### src/rtl/fetch_pkg.sv
// fetch_pkg: state encoding and parameter defaults shared by the fetch sequencer
package fetch_pkg;
    typedef enum logic [1:0] {IDLE, REQ, WAIT, OUT} state_t;
    localparam logic [31:0] RESET_PC_DEF = 32'h0000_3000;
    localparam int unsigned TIMEOUT_DEF  = 16;
endpackage

### src/rtl/fetch_redirect_buf.sv
// fetch_redirect_buf: holds the newest pending redirect and selects the pc loaded on capture
module fetch_redirect_buf (
    input  logic        clk,
    input  logic        reset_n,
    input  logic        redirect_valid,
    input  logic [31:0] redirect_pc,
    input  logic        capture,
    input  logic [31:0] req_pc,
    output logic [31:0] next_pc
);
    logic        pend;
    logic [31:0] pend_pc;
    logic [31:0] target;
    assign target  = {redirect_pc[31:2], 2'b00};
    assign next_pc = redirect_valid ? target : pend ? pend_pc : req_pc + 32'd4;
    always_ff @(posedge clk or negedge reset_n) begin
        if (!reset_n) begin
            pend    <= 1'b0;
            pend_pc <= '0;
        end else if (capture) begin
            pend    <= 1'b0;
        end else if (redirect_valid) begin
            pend    <= 1'b1;
            pend_pc <= target;
        end
    end
endmodule

### src/rtl/fetch_seq.sv
// fetch_seq: single-outstanding instruction fetch FSM with delay-slot redirects and retry on timeout
module fetch_seq
    import fetch_pkg::*;
#(
    parameter logic [31:0] RESET_PC = RESET_PC_DEF,
    parameter int unsigned TIMEOUT  = TIMEOUT_DEF
) (
    input  logic        clk,
    input  logic        reset_n,
    input  logic        stall,
    input  logic        redirect_valid,
    input  logic [31:0] redirect_pc,
    output logic        imem_req,
    output logic [31:0] imem_addr,
    input  logic        imem_ready,
    input  logic        imem_rvalid,
    input  logic [31:0] imem_rdata,
    output logic        if_valid,
    output logic [31:0] if_pc,
    output logic [31:0] if_instr,
    output logic        misalign_err,
    output logic        fetch_err
);
    state_t      state, state_nx;
    logic [31:0] pc_r, req_pc, next_pc;
    logic [15:0] cnt;
    logic        capture, timeout;

    assign capture   = state == WAIT && imem_rvalid;
    assign timeout   = state == WAIT && !imem_rvalid && cnt == 16'(TIMEOUT - 1);
    assign imem_req  = state == REQ;
    assign imem_addr = pc_r;
    assign if_valid  = state == OUT;

    fetch_redirect_buf u_redirect (
        .clk            (clk),
        .reset_n        (reset_n),
        .redirect_valid (redirect_valid),
        .redirect_pc    (redirect_pc),
        .capture        (capture),
        .req_pc         (req_pc),
        .next_pc        (next_pc)
    );

    always_comb begin
        state_nx = (state == IDLE)                     ? REQ  :
                   (state == REQ && imem_ready)        ? WAIT :
                   capture                             ? OUT  :
                   (timeout || (state == OUT && !stall)) ? REQ  : state;
    end

    always_ff @(posedge clk or negedge reset_n) begin
        if (!reset_n) begin
            state        <= IDLE;
            pc_r         <= RESET_PC;
            req_pc       <= RESET_PC;
            cnt          <= '0;
            if_pc        <= '0;
            if_instr     <= '0;
            misalign_err <= 1'b0;
            fetch_err    <= 1'b0;
        end else begin
            state        <= state_nx;
            misalign_err <= redirect_valid && |redirect_pc[1:0];
            if (state == REQ && imem_ready) begin
                req_pc <= pc_r;
                cnt    <= '0;
            end else if (state == WAIT && !capture) begin
                cnt    <= cnt + 16'd1;
            end
            // the delay-slot instruction is always delivered; redirects only steer the next pc
            if (capture) begin
                if_pc    <= req_pc;
                if_instr <= imem_rdata;
                pc_r     <= next_pc;
            end
            if (timeout) fetch_err <= 1'b1;
        end
    end
endmodule

### config.mk
export PLATFORM = sky130hd
export DESIGN_NAME = fetch_seq
export DESIGN_NICKNAME = d
export VERILOG_FILES = /design/src/rtl/fetch_pkg.sv /design/src/rtl/fetch_redirect_buf.sv /design/src/rtl/fetch_seq.sv
export SDC_FILE = /design/constraint.sdc
export NUM_CORES = 1
export LEC_CHECK = 0
export CORE_UTILIZATION = 35
export DETAILED_ROUTE_END_ITERATION = 7
export DONT_BUFFER_PORTS = 1
export MAX_ROUTING_LAYER = met4
export PLACE_DENSITY = 0.5
export SLEW_MARGIN = 5
export SYNTH_ARGS = -nofsm -noshare
export SYNTH_HDL_FRONTEND = slang
export SYNTH_SLANG_ARGS = --single-unit
### constraint.sdc
create_clock -name clk -period 2 [get_ports clk]
set_input_delay 0.3 -clock clk [delete_from_list [all_inputs] [get_ports clk]]
set_output_delay 0.3 -clock clk [all_outputs]
set_load 0.05 [all_outputs]
==> results of run 1 <==
[cell type report]
type | instances | area (µm²)
Fill cell | 2167 | 12600
Sequential cell | 179 | 4480
Multi-Input combinational cell | 600 | 3200
Timing Repair Buffer | 72 | 676
Clock buffer | 20 | 467
Tap cell | 280 | 350
Clock inverter | 12 | 129
Inverter | 6 | 22.5
[layer usage]
layer | global-route usage (%) | routed length (µm) | up-vias
met3 | 5.73 | 1520 | 21
met4 | 5.59 | 270 | 0
met1 | 24.8 | 9320 | 2888
li1 | - | - | 2845
met2 | 30.2 | 9690 | 166
met5 | - | 0 | -
[flip-flops by register name (all words and copies together), names as in the netlist]
name,count
fetch_err,1
misalign_err,1
u_redirect.pend_pc,30
state,2
req_pc,32
if_instr,32
u_redirect.pend,1
if_pc,32
imem_addr,32
cnt,16
[worst reg2reg max path: stages (launching register included)]
cell and delay (ns):
dfrtp_1 0.39, ha_1 0.24, and3_1 0.28, nand4_4 0.24, nor4_4 0.29, xnor2_1 0.11, a221oi_2 0.21
[cell usage after synthesis (all sizes together), types with 5 or more instances]
master  count
xnor2      21
a221oi     18
o21ai      24
nand4       7
buf         9
xor2       18
and3       15
dfrtp     175
o22ai      19
nand3      21
nor2       47
and2        5
and4        5
mux2       30
nor4        8
nand2     320
clkbuf     36
a21oi      11
inv         6
nor3        7
[what timing repair did]
action	CTS	global route
buffers inserted	0	1
endpoints found under the setup margin	0	3
hold endpoints to repair	220	181
hold buffers	42	2
gates resized for setup	0	2
[how the worst max path moves through the flow]
stage / slack (ns) / endpoint
floorplan: 0.03 / req_pc[23]
global placement: 0.24 / imem_addr[24]
detailed placement: 0.18 / imem_addr[24]
CTS: 0.17 / imem_addr[28]
global route: -0.004 / imem_addr[20]
finish: 0.16 / imem_addr[20]
[metrics by stage]
step	worst slack, ns	utilization [%]	hold WS (ns)
CTS	0.171	42.3	-0.454
global route	-0.00431	42.5	-0.456
detailed placement	0.183	37.7	0.0164
finish	0.163	42.5	-0.427
global placement	0.243	37.7	0.0154
floorplan	0.0311	-	0.00441
[cell families (layout without fill, tap and decap cells)]
logic type	after synthesis	after routing	synth area share, %
AND/OR/NAND/NOR	444	444	24.0
flip-flops	179	179	57.0
AO/OA/AOI/OAI	81	81	6.90
buffers and inverters	51	110	2.67
XOR/XNOR	39	39	4.34
multiplexers	34	34	4.80
adder cells (fa/ha/maj)	2	2	0.318
[power breakdown]
| group | switching [µW] | internal, µW | leakage [µW] |
|---|---|---|---|
| Combinational | 1660 | 1280 | 0.00187 |
| Clock | 1460 | 1940 | 0.000289 |
| Sequential | 4140 | 4850 | 0.00223 |
| Total | 7250 | 8070 | 0.00438 |
==> impl_metrics.py, run 1 <==
metrics = {
    "floorplan": {
        "rows": 54,
        "core_um2": 22000,
        "ios": 170,
        "die_area_um2": 23100,
        "start_util_pct": 35.8,
        "die_h_um": 152,
        "dieWidth_um": 152,
    },
    "global_route": {
        "grt_usage_pct": 19.5,
        "antenna_found_initial": 0,
        "gr-total-overflow": 0,
        "grt_pass1_vias": 5939,
        "grt_pass1_wl_um": 33900,
        "grt_start_max_net_pins": 180,
    },
    "logic_synthesis": {
        "synth_area_leader_cell": "dfrtp_1",
        "yosysWarnings": 0,
        "mappedNetlistArea_um2": 7870,
        "async_flop_share_pct": 100,
        "ys.flop_type": "dfrtp_1",
        "synth_top_area_share_pct": 55.7,
        "ys_types": 43,
        "synth.top_cells.by_area": "dfrtp_1, nand2_1, mux2_2",
        "yosys_register_bits": 179,
        "avgSynthCellArea_um2": 9.48,
        "synth_edf_count": 0,
        "ys_seq_area_share_pct": 57.0,
        "syn-num-nets": 902,
        "synthesis.instances": 830,
    },
    "job": {
        "cap_violations": 0,
    },
    "critical_path": {
        "worstSetupStartpointType": "flip-flop",
        "cp_num_cells": 6,
        "cp-end-kind": "flip-flop",
        "ff2ff_path_depth": 6,
        "timing.rr.start": "req_pc[3]",
        "cpPeakStageDelay_ns": 0.39,
        "cp_slowest_cell": "dfrtp_1",
        "path_delay_family": "simple AND/OR/NAND/NOR gates",
        "crit_start": "req_pc[3]",
        "arrival_ns": 2.17,
        "crit_type": "flip-flop to flip-flop",
        "required_ns": 2.34,
        "ff2ff_setup_slack_ns": 0.16,
        "crit_buf_inv": 0,
        "r2r_end": "imem_addr[20]",
        "crit_fanout": 10,
        "cp_cell_sequence": "ha_1, and3_1, nand4_4, nor4_4, xnor2_1, a221oi_2",
    },
    "clock_tree": {
        "cts_max_level": 4,
        "worstSkewPairLatency_ns": 0.43,
        "cts_root_buf": "clkbuf_16",
        "clkSlewWorstSetupHoldPaths_ns": 0.07,
        "cts_buffer_depth": 2,
        "cts.sinks": 179,
        "numCtsBuffers": 17,
        "cts_tree": "done",
    },
    "timing": {
        "hold_viol": 179,
        "setup_viol": 0,
        "finalCritPeriodShare_pct": 91.8,
        "worstMarginPinSlew_ns": 0.915,
        "timing.fmax_mhz": 544,
        "finalSetupTns_ns": 0,
        "slew_headroom_pct": 38.9,
        "hold_slack_ns": -0.427,
        "min_period_ns": 1.84,
        "finClkSkew_ns": 0.0111,
        "finalMaxSlewViolations": 0,
    },
    "detailed_routing": {
        "wl_per_cell_um": 17.8,
        "viasPerCell": 5.06,
        "drtPass1Iterations": 7,
        "routed_wl_um": 20800,
        "ant_nets": 0,
        "drc": 24,
        "drt_iter0_drc": 363,
        "vias": 5920,
    },
    "cells_and_area": {
        "drive_above_1_share_pct": 12.1,
        "area_growth_pct": 18.5,
        "layout_commonest_cell": "nand2_1",
        "design_area_um2": 9320,
        "n_antenna_cell": 0,
        "final_cell_count_no_fill": 1169,
        "final_cell_mix": "nand2_1, dfrtp_1, nor2_1",
        "fin_nets": 948,
    },
    "outcome": {
        "violations": "design-rule violations, negative hold slack",
        "status": "finished with violations",
    },
    "placed_design": {
        "dp_hpwl_um": 13400,
        "placedCellCount": 1092,
        "gp_congestion": 0.770,
        "placed_cell_area_um2": 8270,
        "port_buffers": 0,
    },
    "power_and_ir_drop": {
        "cellLeakagePower_uw": 0.00438,
        "p_total_uw": 15300,
        "p_per_area_nw_per_um2": 1640,
        "vdd_drop_max_mv": 0.810,
    },
    "worst_hold_path": {
        "hp-class": "primary input to async pin",
    },
}
Note: power is estimated with default switching activity, not from simulation.
==> run 2: changes to the inputs <==
RECOVER_POWER = 25   (was unset)
clock period = 1.9 ns   (was 2 ns; I/O delays follow)
==> run 2 against run 1 <==
Net effect: the flow still finishes with violations (design-rule violations, negative hold slack); worst hold slack lost 0.0062 ns; critical path depth is 1 lower; clock power is 19% higher; critical path type unchanged; critical endpoint is now imem_addr[28]; highest routed layer unchanged.
==> impl_metrics.py, run 2 (synthesis results as in run 1) <==
metrics = {
    "detailed_routing": {
        "routed_wl_um": 21500,
        "vias": 6060,
        "drc": 30,
        "viasPerCell": 5.08,
        "wl_per_cell_um": 18.0,
        "drt_iter0_drc": 437,
        "drtPass1Iterations": 6,
        "ant_nets": 0,
    },
    "global_route": {
        "met1_usage_pct": 26.9,
        "grt_start_max_net_pins": 180,
        "grt.busiest_layer": "met2",
        "grt_usage_pct": 20.2,
        "grt_util_met3_pct": 5.90,
        "gr-total-overflow": 0,
        "grt_pass1_wl_um": 35100,
        "grt_pass1_vias": 6180,
        "grtUsageMet2_pct": 30.0,
        "antenna_found_initial": 0,
    },
    "cells_and_area": {
        "n_antenna_cell": 0,
        "area_growth_pct": 22.8,
        "final_cell_mix": "nand2_1, dfrtp_1, dlygate4sd3_1",
        "layout_commonest_cell": "nand2_1",
        "fin_util_pct": 44.0,
        "design_area_um2": 9660,
        "nFillCells": 2107,
        "fin_nets": 971,
        "drive_above_1_share_pct": 12.6,
    },
    "clock_tree": {
        "hold_buffers": 64,
        "cts.sinks": 179,
        "clkSlewWorstSetupHoldPaths_ns": 0.06,
        "cts_root_buf": "clkbuf_16",
        "cts_max_level": 4,
        "cts_tree": "done",
        "cts_buffer_depth": 2,
        "worstSkewPairLatency_ns": 0.43,
        "numCtsBuffers": 17,
    },
    "timing": {
        "min_period_ns": 1.78,
        "finalCritPeriodShare_pct": 93.9,
        "finClkSkew_ns": 0.00776,
        "timing.fmax_mhz": 561,
        "finalSetupTns_ns": 0,
        "slew_headroom_pct": 57.4,
        "hold_slack_ns": -0.433,
        "hold_viol": 179,
        "fin_ws_ns": 0.116,
        "worstMarginPinSlew_ns": 0.637,
        "setup_viol": 0,
        "finalMaxSlewViolations": 0,
        "rsz0062_at_grt": "no",
    },
    "critical_path": {
        "required_ns": 2.20,
        "cp_cell_sequence": "and4_1, nand3_2, nor4_1, xnor2_1, o22ai_1",
        "timing.rr.start": "req_pc[13]",
        "crit_type": "flip-flop to flip-flop",
        "arrival_ns": 2.09,
        "crit_fanout": 6,
        "cpPeakStageDelay_ns": 0.58,
        "cp_slowest_cell": "dfstp_2",
        "worstSetupStartpointType": "flip-flop",
        "crit_start": "req_pc[13]",
        "cp-end-kind": "flip-flop",
    },
    "placed_design": {
        "gp_congestion": 0.775,
        "pre_cts_ws_ns": 0.0438,
        "placed_cell_area_um2": 8310,
        "dp_hpwl_um": 13200,
        "port_buffers": 0,
    },
    "outcome": {
        "violations": "design-rule violations, negative hold slack",
        "status": "finished with violations",
    },
    "power_and_ir_drop": {
        "vdd_drop_max_mv": 0.825,
        "cellLeakagePower_uw": 0.00453,
        "p_per_area_nw_per_um2": 1730,
    },
    "floorplan": {
        "ios": 170,
        "rows": 54,
        "core_um2": 22000,
        "dieWidth_um": 152,
        "start_util_pct": 35.8,
        "die_h_um": 152,
        "die_area_um2": 23100,
    },
    "worst_hold_path": {
        "hp-class": "primary input to async pin",
    },
    "job": {
        "cap_violations": 0,
    },
}
[run 2: changes by cell type in the layout (fill, tap and decap cells not counted), sizes merged]
cell	previous run	this run
inv	8	7
bufinv	2	5
clkinvlp	3	1
clkbuf	20	21
dlygate4sd3	44	64
buf	28	30
clkinv	5	4
nand4	7	8
[run 2: routing by layer]
layer | wire, µm | part of all wire [%]
met1 | 9840 | 46
met2 | 9900 | 46
met3 | 1380 | 6.4
met4 | 335 | 1.6
met5 | 0 | 0
[run 2: stage by stage]
step | std cells | total power (µW)
CTS | 1190 | 16900
detailed placement | 1094 | 12600
floorplan | 830 | 11400
global placement | 1094 | 12600
global route | 1192 | 17600
finish | 1192 | 16700
[run 2: worst paths after layout]
path / end / slack [ns] / cells after the start
setup / recovery: imem_addr[28] / 0.12 / 5
hold / removal: cnt[10] / -0.43 / 0
setup reg to reg: imem_addr[28] / 0.12 / 5
hold reg to reg: u_redirect.pend_pc[30] / 0.50 / 1
max in group asynchronous: req_pc[12] / 2.02 / 0
min in group clk: u_redirect.pend_pc[6] / 0.02 / 1
[run 2: power by group]
part	switching (µW)	total (µW)	internal [µW]
clock	1540	4030	2490
sequential	4360	9460	5100
combinational	1790	3210	1420
total	7690	16700	9010
[run 2: worst max-delay path: cells and delay by family (launching register included)]
family           cells  cell delay [ns]
AND/OR/NAND/NOR      3             0.83
flip-flops           1             0.58
XOR/XNOR             1             0.16
AO/OA/AOI/OAI        1             0.09
[run 2: layout make-up]
cell class	instances	area, µm²	area share [%]
timing repair buffer	94	916	9.48
multi-input combinational	601	3210	33.2
inverter	6	22.5	0.233
tap	280	350	3.63
clock inverter	11	198	2.05
sequential	179	4480	46.4
clock buffer	21	480	4.97
[run 2: timing repair]
| action | in CTS | in global routing |
|---|---|---|
| setup endpoints to repair | 0 | 11 |
| hold endpoints to repair | 243 | 179 |
| setup buffers | 0 | 1 |
| resized for setup | 0 | 5 |
